**src/rtl/lfsr_prbs_check.sv**
```systemverilog
// lfsr_prbs_check: self-synchronising PRBS checker.
// Each beat is predicted from the last LFSR_WIDTH received bits.
// A SEARCH/LOCKED state machine qualifies the stream, and a saturating
// counter totals the bit errors seen while locked.
module lfsr_prbs_check #(
    parameter int                    LFSR_WIDTH   = 31,
    parameter logic [LFSR_WIDTH-1:0] LFSR_POLY    = 31'h10000001,
    parameter                        LFSR_CONFIG  = "FIBONACCI",
    parameter bit                    REVERSE      = 1'b0,
    parameter bit                    INVERT       = 1'b1,
    parameter int                    DATA_WIDTH   = 8,
    parameter int                    LOCK_COUNT   = 4,
    parameter int                    UNLOCK_COUNT = 4,
    parameter int                    COUNT_WIDTH  = 32
) (
    input  logic                   clk,
    input  logic                   rst_n,
    input  logic [DATA_WIDTH-1:0]  data_in,
    input  logic                   data_in_valid,
    input  logic                   clear_count,
    output logic [DATA_WIDTH-1:0]  error_out,
    output logic                   error_out_valid,
    output logic                   locked,
    output logic [COUNT_WIDTH-1:0] error_count
);

    localparam int PRIME_BEATS = (LFSR_WIDTH + DATA_WIDTH - 1) / DATA_WIDTH;
    localparam int PRIME_W     = $clog2(PRIME_BEATS + 1);
    localparam int GOOD_W      = $clog2(LOCK_COUNT + 1);
    localparam int BAD_W       = $clog2(UNLOCK_COUNT + 1);
    localparam int POP_W       = $clog2(DATA_WIDTH + 1);
    localparam int SUM_W       = ((COUNT_WIDTH > POP_W) ? COUNT_WIDTH : POP_W) + 1;

    // Tap j of the polynomial reads h[j-1]; the top term is always a tap
    // and the constant term never is.
    localparam logic [LFSR_WIDTH-1:0]  TAP_MASK  = {1'b1, LFSR_POLY[LFSR_WIDTH-1:1]};
    localparam logic [COUNT_WIDTH-1:0] COUNT_MAX = '1;

    if (LFSR_CONFIG != "FIBONACCI") begin : g_config_check
        $error("lfsr_prbs_check: only the FIBONACCI LFSR_CONFIG is supported");
    end

    typedef enum logic {
        SEARCH = 1'b0,
        LOCKED = 1'b1
    } state_t;

    state_t                 state;
    logic [LFSR_WIDTH-1:0]  hist;
    logic [PRIME_W-1:0]     prime_cnt;
    logic [GOOD_W-1:0]      good_cnt;
    logic [BAD_W-1:0]       bad_cnt;

    logic [DATA_WIDTH-1:0]  data_prep;
    logic [DATA_WIDTH-1:0]  data_ord;
    logic [DATA_WIDTH-1:0]  err_ord;
    logic [DATA_WIDTH-1:0]  err_mask;
    logic [DATA_WIDTH-1:0]  beat_mask;
    logic [LFSR_WIDTH-1:0]  hist_work;
    logic [LFSR_WIDTH-1:0]  hist_next;
    logic                   primed;
    logic                   beat_errored;
    logic [POP_W-1:0]       pop_cnt;
    logic [COUNT_WIDTH-1:0] count_base;
    logic [SUM_W-1:0]       count_sum;
    logic [COUNT_WIDTH-1:0] count_next;
    logic [GOOD_W-1:0]      good_inc;
    logic [BAD_W-1:0]       bad_inc;

    // Undo inversion and put the beat in stream order, first bit at the MSB.
    always_comb begin
        data_prep = data_in ^ {DATA_WIDTH{INVERT}};
        data_ord  = '0;
        for (int i = 0; i < DATA_WIDTH; i++) begin
            data_ord[i] = REVERSE ? data_prep[DATA_WIDTH-1-i] : data_prep[i];
        end
    end

    // Unrolled serial check: predict each bit, then shift the received bit in.
    always_comb begin
        hist_work = hist;
        err_ord   = '0;
        for (int i = DATA_WIDTH - 1; i >= 0; i--) begin
            err_ord[i] = data_ord[i] ^ (^(hist_work & TAP_MASK));
            hist_work  = {hist_work[LFSR_WIDTH-2:0], data_ord[i]};
        end
        hist_next = hist_work;
    end

    // Map errors back to data_in positions and mask them off while priming.
    always_comb begin
        err_mask = '0;
        for (int i = 0; i < DATA_WIDTH; i++) begin
            err_mask[i] = REVERSE ? err_ord[DATA_WIDTH-1-i] : err_ord[i];
        end
        primed       = (prime_cnt == PRIME_W'(PRIME_BEATS));
        beat_mask    = primed ? err_mask : '0;
        beat_errored = |beat_mask;
    end

    // Bit-error popcount and the saturating counter update for this beat.
    always_comb begin
        pop_cnt = '0;
        for (int i = 0; i < DATA_WIDTH; i++) begin
            pop_cnt = pop_cnt + POP_W'(beat_mask[i]);
        end
        count_base = clear_count ? '0 : error_count;
        count_sum  = SUM_W'(count_base) + SUM_W'(pop_cnt);
        count_next = (count_sum > SUM_W'(COUNT_MAX)) ? COUNT_MAX
                                                     : count_sum[COUNT_WIDTH-1:0];
        good_inc   = good_cnt + GOOD_W'(1);
        bad_inc    = bad_cnt + BAD_W'(1);
    end

    // History, priming, lock state machine, registered outputs and counter.
    always_ff @(posedge clk) begin
        if (!rst_n) begin
            state           <= SEARCH;
            hist            <= '0;
            prime_cnt       <= '0;
            good_cnt        <= '0;
            bad_cnt         <= '0;
            error_out       <= '0;
            error_out_valid <= 1'b0;
            locked          <= 1'b0;
            error_count     <= '0;
        end else begin
            error_out_valid <= data_in_valid;
            if (data_in_valid) begin
                hist      <= hist_next;
                error_out <= beat_mask;
                if (!primed) begin
                    prime_cnt <= prime_cnt + PRIME_W'(1);
                end
                case (state)
                    SEARCH: begin
                        if (primed) begin
                            if (beat_errored) begin
                                good_cnt <= '0;
                            end else if (good_inc == GOOD_W'(LOCK_COUNT)) begin
                                good_cnt <= '0;
                                state    <= LOCKED;
                                locked   <= 1'b1;
                            end else begin
                                good_cnt <= good_inc;
                            end
                        end
                    end
                    LOCKED: begin
                        if (!beat_errored) begin
                            bad_cnt <= '0;
                        end else if (bad_inc == BAD_W'(UNLOCK_COUNT)) begin
                            bad_cnt <= '0;
                            state   <= SEARCH;
                            locked  <= 1'b0;
                        end else begin
                            bad_cnt <= bad_inc;
                        end
                    end
                    default: state <= SEARCH;
                endcase
                if (state == LOCKED) begin
                    error_count <= count_next;
                end else if (clear_count) begin
                    error_count <= '0;
                end
            end else if (clear_count) begin
                error_count <= '0;
            end
        end
    end

endmodule

```
**config.mk**
```make
export PLATFORM = sky130hd
export DESIGN_NAME = lfsr_prbs_check
export DESIGN_NICKNAME = d
export VERILOG_FILES = /design/src/rtl/lfsr_prbs_check.sv
export SDC_FILE = /design/constraint.sdc
export NUM_CORES = 1
export LEC_CHECK = 0
export CORE_ASPECT_RATIO = 0.7
export CORE_MARGIN = 2
export CORE_UTILIZATION = 55
export CTS_CLUSTER_DIAMETER = 30
export DETAILED_ROUTE_END_ITERATION = 8
export DONT_BUFFER_PORTS = 1
export GPL_ROUTABILITY_DRIVEN = 0
export HOLD_SLACK_MARGIN = 0.03
export PLACE_DENSITY = 0.71
export SLEW_MARGIN = 40
export SYNTH_ARGS = -nofsm -noshare
export SYNTH_HDL_FRONTEND = slang
export SYNTH_SLANG_ARGS = --single-unit
```
**constraint.sdc**
```tcl
create_clock -name clk -period 4.8 [get_ports clk]
set_input_delay 1.2 -clock clk [delete_from_list [all_inputs] [get_ports clk]]
set_output_delay 1.2 -clock clk [all_outputs]
set_load 0.02 [all_outputs]
```
==> results of run 1 <==
==> area by class of cell <==
cell class                      count  area, um^2  area share
Inverter                           11       41.29    0.008310
Timing Repair Buffer               55       416.7     0.08386
Sequential cell                    83        1662      0.3344
Clock buffer                        9       123.9     0.02493
Multi-Input combinational cell    341        2522      0.5077
Clock inverter                      7       80.08     0.01612
Tap cell                           98       122.6     0.02468
==> cells in the mapped netlist, types with 5 or more instances <==
master	number	area (um^2)
a211oi_1	13	97.59
a21oi_1	20	100.1
and2_1	8	50.05
and3_1	10	62.56
clkbuf_1	17	63.81
dfxtp_1	83	1662
fa_1	5	100.1
ha_1	13	162.7
inv_1	11	41.29
mux2i_1	29	290.3
nand2_1	32	120.1
nand2b_1	10	62.56
nand3_1	15	75.07
nand4_1	7	43.79
nor2_1	56	210.2
nor2b_1	14	87.58
nor3_1	6	30.03
o21a_1	5	37.54
o21ai_0	15	75.07
xnor2_1	10	87.58
xnor3_1	5	112.6
xor2_1	7	61.31
==> path summary, 6_finish.rpt <==
check	start	to	cells after the start
hold / removal	hist[7]	hist[7]	2
setup reg to reg	prime_cnt[0]	error_count[26]	16
setup / recovery	data_in[1]	error_count[26]	15
hold reg to reg	hist[7]	hist[7]	2
==> per-layer routing <==
metal | routed length, um | vias to the layer above | GRT usage
met5 | 0 | - | 0
met4 | 208 | 0 | 0.1128
met3 | 989 | 24 | 0.09014
met2 | 4654 | 167 | 0.3723
met1 | 4924 | 1677 | 0.3755
li1 | - | 1706 | -
==> through the flow <==
stage          cells  setup TNS, ns  hold WS [ns]    util  area [um^2]
3_3_place_gp     558         -7.129        0.4628  0.6031         4434
6_report         604       -0.07708        0.4838  0.6758         4969
3_5_place_dp     558         -9.911        0.4745  0.6031         4434
2_1_floorplan    458         -1.340        0.4523       -         4227
4_1_cts          601      -0.001017        0.4869  0.6603         4855
5_1_grt          604         -1.363        0.5057  0.6758         4969
==> where the power goes <==
part,leakage [uW],switching (uW),total [uW],internal (uW)
Sequential,0.000672,8.36,708,700
Combinational,0.00126,31.4,65.2,33.8
Clock,0.0000973,277,525,248
==> repair_timing <==
item	CTS	global route
setup endpoints to repair	6	40
hold buffers	0	0
setup buffers	27	4
resized for setup	4	18
cloned	0	0
pin swaps	3	2
==> cell families after synthesis <==
logic type / share of synthesized area
AND/OR/NAND/NOR: 0.2389
XOR/XNOR: 0.06808
adder cells (fa/ha/maj): 0.06271
multiplexers: 0.07465
AO/OA/AOI/OAI: 0.1263
buffers and inverters: 0.03285
flip-flops: 0.3965
==> sequential cells by signal (all words and copies together) (netlist names) <==
signal / flops
error_out_valid: 1
error_count: 32
error_out: 8
state: 1
hist: 31
locked: 1
prime_cnt: 3
bad_cnt: 3
good_cnt: 3
==> critical path: stages <==
cell and delay, ns:
xor2_4 0.14, xnor2_2 0.21, nand2_2 0.11, fa_1 0.51
fa_1 0.53, inv_1 0.06, fa_1 0.46, fa_2 0.37
fa_2 0.35, a21o_1 0.16, a21o_1 0.19, nand4_1 0.22
nor3_4 0.11, a311o_1 0.38, a21oi_2 0.13
==> impl_metrics.csv, run 1 <==
group,metric,value,unit
status,outcome,"finished, violations left",
status,violations,"setup timing",
worst_setup_path,crit_fanout,5,
routing,ant_nets,0,
synth,synth-edff-count,0,
sta,slew_violations,0,
power,peakVddDrop,0.1346,mV
sta,worstMarginPinSlew,0.6057,ns
global_routing,grt_pass1_vias,3421,
layout,layout.nets,531,
sta,rsz0062_at_grt,"yes",
clock_network,root_buffer,"clkbuf_8",
power,p_per_area,261.3,nW/um^2
floorplanning,rows,26,
floorplanning,floorplan.initialDensity,0.5699,
synth,synth_nets,488,
routing,drc,0,
min_path,hold_path.class,"flop to flop",
synth,synth.avg_cell_area,9.149,um^2
floorplanning,num_io_pins,54,
synth,ys_warn_count,0,
global_routing,grt_antenna_before_repair,0,
floorplanning,coreArea,7352,um^2
sta,fin_crit_sh,1.009,
placement,dp_slack,-0.4122,ns
sta,fin_crit,4.845,ns
sta,timing.fmax,206.4,MHz
power,p_total,1298,uW
global_routing,grt_max_degree,56,
floorplanning,die_height,77.03,um
clock_network,clkLatencyLatePin,0.35,ns
worst_setup_path,critical_path_class,"input pin to flop",
routing,vias,3574,
worst_setup_path,arrival,5.13,ns
synth,ys_seq_area_frac,0.3965,
routing,routedWlPerCell,17.84,um
sta,hold_viol,0,
worst_setup_path,worst_setup_path_start_kind,"input pin",
synth,syn_area,4190,um^2
routing,routed_wl,10.78,mm
clock_network,path_clk_slew,0.09,ns
layout,layout_common_cells,"dfxtp_1 (83), nor2_1 (54), buf_4 (54)",
run,drv_cap,0,
worst_setup_path,r2r_setup_slack,0.14,ns
synth,ys_ff_latch,83,
clock_network,cts_tree,"built",
synth,synthArstFlopShare,0,
clock_network,cts_made_buffers,9,
global_routing,overflow,0,
global_routing,grt_use_total,0.2673,
power,p_leak,0.002032,uW
routing,drt_iter0_drc,237,
sta,relSlewSlack,0.5956,
clock_network,cts_sinks,83,
layout,final_layout_size_suffix_gt1_frac,0.2075,
floorplanning,die_w,108.3,um
layout,areaGrowthSynthToFinish,18.57,%
placement,dp_hpwl,7.083,mm
worst_setup_path,critical_path_required,5.08,ns
sta,final.setup_skew,0.01072,ns
clock_network,cts_buffer_depth,2,
clock_network,htreeDepth,3,
sta,setup_ws,-0.04540,ns
placement,port_buffers,0,
synth,synthCells,458,
layout,antenna_cells,0,
layout,fillers,599,
global_routing,grt_pass1_wl,17.30,mm
synth,ys.flop_type,"dfxtp_1",
layout,layout.cells.most_common,"dfxtp_1",
sta,setup_viol,3,
synth,synth_cell_type_count,58,
worst_setup_path,endpoint_kind,"flop",
routing,drt_first_pass_iters,5,
floorplanning,dieArea,8344,um^2
routing,routed_via_density,5.917,
Power figures use the tool's default switching activity.
==> inputs of run 2 (changes only) <==
==> constraint.sdc (replaced) <==
create_clock -name clk -period 3.95 [get_ports clk]
set_input_delay 0.9875 -clock clk [delete_from_list [all_inputs] [get_ports clk]]
set_output_delay 0.9875 -clock clk [all_outputs]
set_load 0.02 [all_outputs]
==> impl_metrics.csv, run 2 (synthesis results as in run 1) <==
group,metric,value,unit
status,outcome,"finished, violations left",
status,violations,"setup timing",
layout,final_layout_size_suffix_gt1_frac,0.2554,
sta,worstMarginPinSlew,0.8270,ns
global_routing,grt_use_total,0.2723,
layout,layout.nets,534,
layout,regMostFlops,"error_count",
floorplanning,rows,26,
floorplanning,num_io_pins,54,
worst_setup_path,reg2reg_depth,19,
worst_setup_path,crit_fanout,4,
layout,regArea,1663,um^2
run,drv_cap,0,
floorplanning,dieArea,8344,um^2
routing,routed_via_density,5.870,
floorplanning,floorplan.initialDensity,0.5699,
clock_network,path_clk_slew,0.09,ns
global_routing,grt_pass1_vias,3377,
worst_setup_path,critical_path_class,"input pin to flop",
floorplanning,die_w,108.3,um
worst_setup_path,worst-path-buf-inv,4,
worst_setup_path,crit_cells,18,
sta,fin_crit_sh,1.140,
placement,dp_hpwl,7.304,mm
routing,routed_wl,10.83,mm
global_routing,grt_max_degree,56,
routing,routedWlPerCell,17.84,um
sta,setup_ws,-0.5545,ns
layout,layout_common_cells,"dfxtp_1 (82), nor2_1 (53), buf_4 (49)",
power,peakVddDrop,0.2549,mV
clock_network,htreeDepth,3,
worst_setup_path,cpPeakStageDelay,0.51,ns
layout,largestRegisters,"error_count: 32 flops, hist: 31 flops, error_out: 8 flops",
layout,areaGrowthSynthToFinish,23.14,%
min_path,whs_path_depth,2,
layout,fillers,588,
layout,final_core_util,0.7018,
placement,port_buffers,0,
routing,vias,3563,
sta,hold_viol,0,
layout,largest_reg_flops,32,
layout,multi_input_area,2670,um^2
clock_network,root_buffer,"clkbuf_8",
sta,fin_setup_tns,-14.24,ns
power,power_frac_comb,0.054,
clock_network,cts_tree,"built",
routing,drt_first_pass_iters,5,
global_routing,grt_antenna_before_repair,0,
power,p_switching,361.0,uW
floorplanning,die_height,77.03,um
routing,drc,0,
worst_setup_path,path_delay_family,"adder cells",
power,p_per_area,300.4,nW/um^2
clock_network,cts_sinks,83,
floorplanning,coreArea,7352,um^2
sta,fin_crit,4.505,ns
worst_setup_path,endpoint_kind,"flop",
power,pwr-share-seq,0.555,
sta,rsz0062_at_grt,"yes",
global_routing,overflow,0,
power,p_leak,0.002131,uW
worst_setup_path,cp_slowest_cell,"fa_1",
power,switching_share,0.2329,
clock_network,clkLatencyLatePin,0.36,ns
routing,ant_nets,0,
worst_setup_path,crit_chain,"xor2_4 > xnor2_2 > nand2_2 > fa_1 > fa_1 > inv_1 > fa_1 > fa_2 > fa_2 > a21o_1 > a21o_1 > nand2_2 > buf_4 > buf_6 > buf_4 > o21ai_0 > mux2i_1 > nor2_1",
power,clkPwrFrac,0.391,
layout,antenna_cells,0,
power,p_total,1550,uW
sta,relSlewSlack,0.4487,
sta,final.setup_skew,0.01173,ns
routing,drt_iter0_drc,280,
worst_setup_path,worst_setup_path_start_kind,"input pin",
worst_setup_path,arrival,4.75,ns
clock_network,cts_hold_buf,0,
clock_network,cts_buffer_depth,2,
power,internal_power,1189,uW
sta,slew_violations,0,
min_path,hold_path.class,"flop to flop",
worst_setup_path,crit_top_cell,"fa_1",
layout,layout.cells.most_common,"dfxtp_1",
worst_setup_path,critical_path_required,4.19,ns
sta,setup_viol,32,
sta,timing.fmax,222.0,MHz
global_routing,grt_pass1_wl,17.66,mm
clock_network,cts_made_buffers,9,
-- run 2: worst register-to-register path, cell delays in order (launching register included) --
cell and delay (ns):
dfxtp_1 0.33, inv_1 0.06, ha_1 0.22, and2_2 0.26, nand2_1 0.12, fa_1 0.45
fa_1 0.49, inv_1 0.05, fa_1 0.45, fa_2 0.37, fa_2 0.37, a21o_1 0.17
a21o_1 0.20, nand2_2 0.15, buf_4 0.13, buf_6 0.08, buf_4 0.09, o21ai_0 0.07
mux2i_1 0.17, nor2_1 0.06
-- run 2: per-layer routing --
layer  part of all wire  track usage  routed length [um]
met2               0.43       0.3855                4623
met3              0.090      0.09014                 973
met4             0.0088      0.07564                  95
met1               0.47       0.3951                5137
met5                  0            0                   0
-- run 2: area by class of cell --
class                   count  area share
flip-flops and latches     83      0.3223
well taps                  98     0.02376
clock inverters             6     0.01285
repair buffers             58     0.09093
clock buffers              10     0.02473
multi-input cells         341      0.5175
inverters                  11    0.008002
-- run 2: final timing paths --
check / start / endpoint / slack [ns]
setup / recovery: data_in[0] / error_count[20] / -0.55
hold / removal: hist[5] / hist[5] / 0.48
setup reg to reg: prime_cnt[0] / error_count[20] / -0.43
hold reg to reg: hist[5] / hist[5] / 0.48
-- run 2: power by group through the flow --
stage | sequential [uW] | clock (uW) | combinational, uW
after detailed placement | 879 | 0 | 75.2
after CTS | 860 | 617 | 80.7
final | 860 | 606 | 83.9
after global placement | 879 | 0 | 72.6
after global routing | 862 | 653 | 92.3
after floorplan | 878 | 0 | 69.1
-- run 2: through the flow --
stage | setup WS [ns] | hold WS (ns) | instances | instance area, um^2
after floorplan | -0.8078 | 0.4523 | 458 | 4237
final | -0.5545 | 0.4807 | 607 | 5160
after global placement | -0.9550 | 0.4640 | 570 | 4534
after detailed placement | -1.095 | 0.4697 | 570 | 4534
after global routing | -0.6457 | 0.5131 | 607 | 5160
after CTS | -0.6140 | 0.4802 | 597 | 4926
-- run 2: timing repair --
item,CTS,global route
setup buffers,11,10
pin swaps,13,22
gates resized for setup,24,37
setup endpoints to repair,32,32
==> inputs of run 3 (changes only) <==
--- a/config.mk
+++ b/config.mk
@@ -14,6 +14,7 @@
 export GPL_ROUTABILITY_DRIVEN = 0
 export HOLD_SLACK_MARGIN = 0.03
 export PLACE_DENSITY = 0.71
+export REMOVE_ABC_BUFFERS = 1
 export SLEW_MARGIN = 40
 export SYNTH_ARGS = -nofsm -noshare
 export SYNTH_HDL_FRONTEND = slang
==> impl_metrics.csv, run 3 (synthesis results as in run 1) <==
group,metric,value,unit
layout,final_layout_size_suffix_gt1_frac,0.2055,
sta,setup_ws,-0.5978,ns
worst_setup_path,cpPeakStageDelay,0.53,ns
worst_setup_path,cp_slowest_cell,"fa_1",
clock_network,cts_sinks,83,
worst_setup_path,endpoint_kind,"flop",
routing,ant_nets,0,
layout,antenna_cells,0,
sta,relSlewSlack,0.5425,
sta,rsz0062_at_grt,"yes",
clock_network,path_clk_slew,0.08,ns
layout,areaGrowthSynthToFinish,18.60,%
worst_setup_path,worst-path-buf-inv,3,
sta,fin_crit_sh,1.151,
placement,port_buffers,0,
routing,drc,0,
sta,timing.fmax,219.9,MHz
worst_setup_path,worst_setup_path_start_kind,"input pin",
floorplanning,die_w,108.3,um
global_routing,grt_antenna_before_repair,0,
min_path,hold_path.class,"flop to flop",
worst_setup_path,crit_chain,"xor2_4 > xnor2_2 > nand2_2 > fa_1 > fa_1 > inv_2 > fa_1 > fa_2 > fa_2 > a21o_1 > a21o_1 > nand4_1 > buf_4 > nor3_4 > buf_6 > a31oi_4 > a211oi_2",
floorplanning,die_height,77.03,um
routing,routed_wl,10.43,mm
run,drv_cap,0,
layout,layout.nets,533,
global_routing,grt_use_total,0.2569,
routing,drt_first_pass_iters,5,
floorplanning,num_io_pins,54,
global_routing,grt_pass1_vias,3387,
power,p_leak,0.002093,uW
sta,worstMarginPinSlew,0.6862,ns
clock_network,cts_made_buffers,9,
clock_network,htreeDepth,3,
layout,regArea,1663,um^2
worst_setup_path,critical_path_required,4.17,ns
floorplanning,coreArea,7352,um^2
global_routing,overflow,0,
clock_network,clkLatencyLatePin,0.35,ns
clock_network,cts_hold_buf,0,
clock_network,cts_buffer_depth,2,
worst_setup_path,path_delay_family,"adder cells",
floorplanning,floorplan.initialDensity,0.5699,
worst_setup_path,reg2reg_from,"prime_cnt[0]",
layout,multi_input_area,2519,um^2
power,peakVddDrop,0.1834,mV
routing,routedWlPerCell,17.26,um
min_path,hp-start,"bad_cnt[1]",
sta,hold_viol,0,
status,outcome,"finished, violations left",
layout,largestRegisters,"error_count: 32 flops, hist: 31 flops, error_out: 8 flops",
sta,fin_setup_tns,-16.06,ns
sta,final.setup_skew,0.01513,ns
power,p_total,1541,uW
power,p_per_area,310.0,nW/um^2
floorplanning,dieArea,8344,um^2
global_routing,grt_max_degree,56,
routing,drt_iter0_drc,214,
sta,setup_viol,32,
worst_setup_path,crit_path_start,"data_in[0]",
worst_setup_path,crit_fanout,4,
layout,largest_reg_flops,32,
layout,regMostFlops,"error_count",
layout,fillers,613,
clock_network,cts_tree,"built",
floorplanning,rows,26,
global_routing,grt_pass1_wl,16.90,mm
sta,fin_crit,4.548,ns
routing,vias,3553,
worst_setup_path,arrival,4.77,ns
worst_setup_path,crit_top_cell,"fa_1",
placement,dp_hpwl,7.133,mm
worst_setup_path,r2r_setup_slack,-0.52,ns
worst_setup_path,critical_path_class,"input pin to flop",
routing,routed_via_density,5.882,
sta,slew_violations,0,
layout,layout.cells.most_common,"dfxtp_1",
status,violations,"setup timing",
layout,layout_common_cells,"dfxtp_1 (82), nor2_1 (53), buf_4 (53)",
clock_network,root_buffer,"clkbuf_8",
-- run 3: path summary, 6_finish.rpt --
check	endpoint	depth (start not counted)
hold / removal	bad_cnt[1]	2
setup / recovery	error_count[30]	17
setup reg to reg	error_count[30]	18
hold reg to reg	bad_cnt[1]	2
-- run 3: worst min-delay path, cell delays in order (launching register included) --
cell and delay [ns]:
dfxtp_1 0.33, nand2_1 0.06, a21oi_1 0.05
-- run 3: what timing repair did --
| item | CTS | global route |
|---|---|---|
| endpoints found under the hold margin | 0 | 0 |
| buffers inserted | 8 | 6 |
| setup endpoints to repair | 32 | 32 |
| gates resized for setup | 15 | 24 |
| pin swaps | 9 | 10 |
-- run 3: cell type report --
class | count | area share
well taps | 98 | 0.02467
repair buffers | 57 | 0.08912
clock buffers | 11 | 0.02845
flip-flops and latches | 83 | 0.3346
inverters | 11 | 0.008308
multi-input cells | 341 | 0.5068
clock inverters | 3 | 0.008056
-- run 3: power breakdown --
group          total, uW  switching (uW)  internal, uW  leakage [uW]
Clock                593             292           301     0.0000950
Combinational       88.0            39.6          48.4       0.00133
Sequential           860            9.14           851      0.000673
-- run 3: per-layer routing --
| layer | vias up | track usage | share of wire | routed length (um) |
|---|---|---|---|---|
| met3 | 10 | 0.07058 | 0.070 | 734 |
| met1 | 1704 | 0.3765 | 0.48 | 4997 |
| met2 | 128 | 0.3723 | 0.44 | 4598 |
| met5 | - | 0 | 0 | 0 |
| li1 | 1711 | - | - | - |
| met4 | 0 | 0.06667 | 0.0092 | 96 |
-- run 3: through the flow --
step           hold slack [ns]  setup WS (ns)  area [um^2]  instances    util
3_5_place_dp            0.4721         -1.120         4547        577  0.6184
4_1_cts                 0.4815        -0.5551         4860        598  0.6610
5_1_grt                 0.5109        -0.7168         4970        604  0.6760
3_3_place_gp            0.4613         -1.045         4547        577  0.6184
2_1_floorplan           0.4523        -0.9610         4094        435       -
6_report                0.4783        -0.5978         4970        604  0.6760
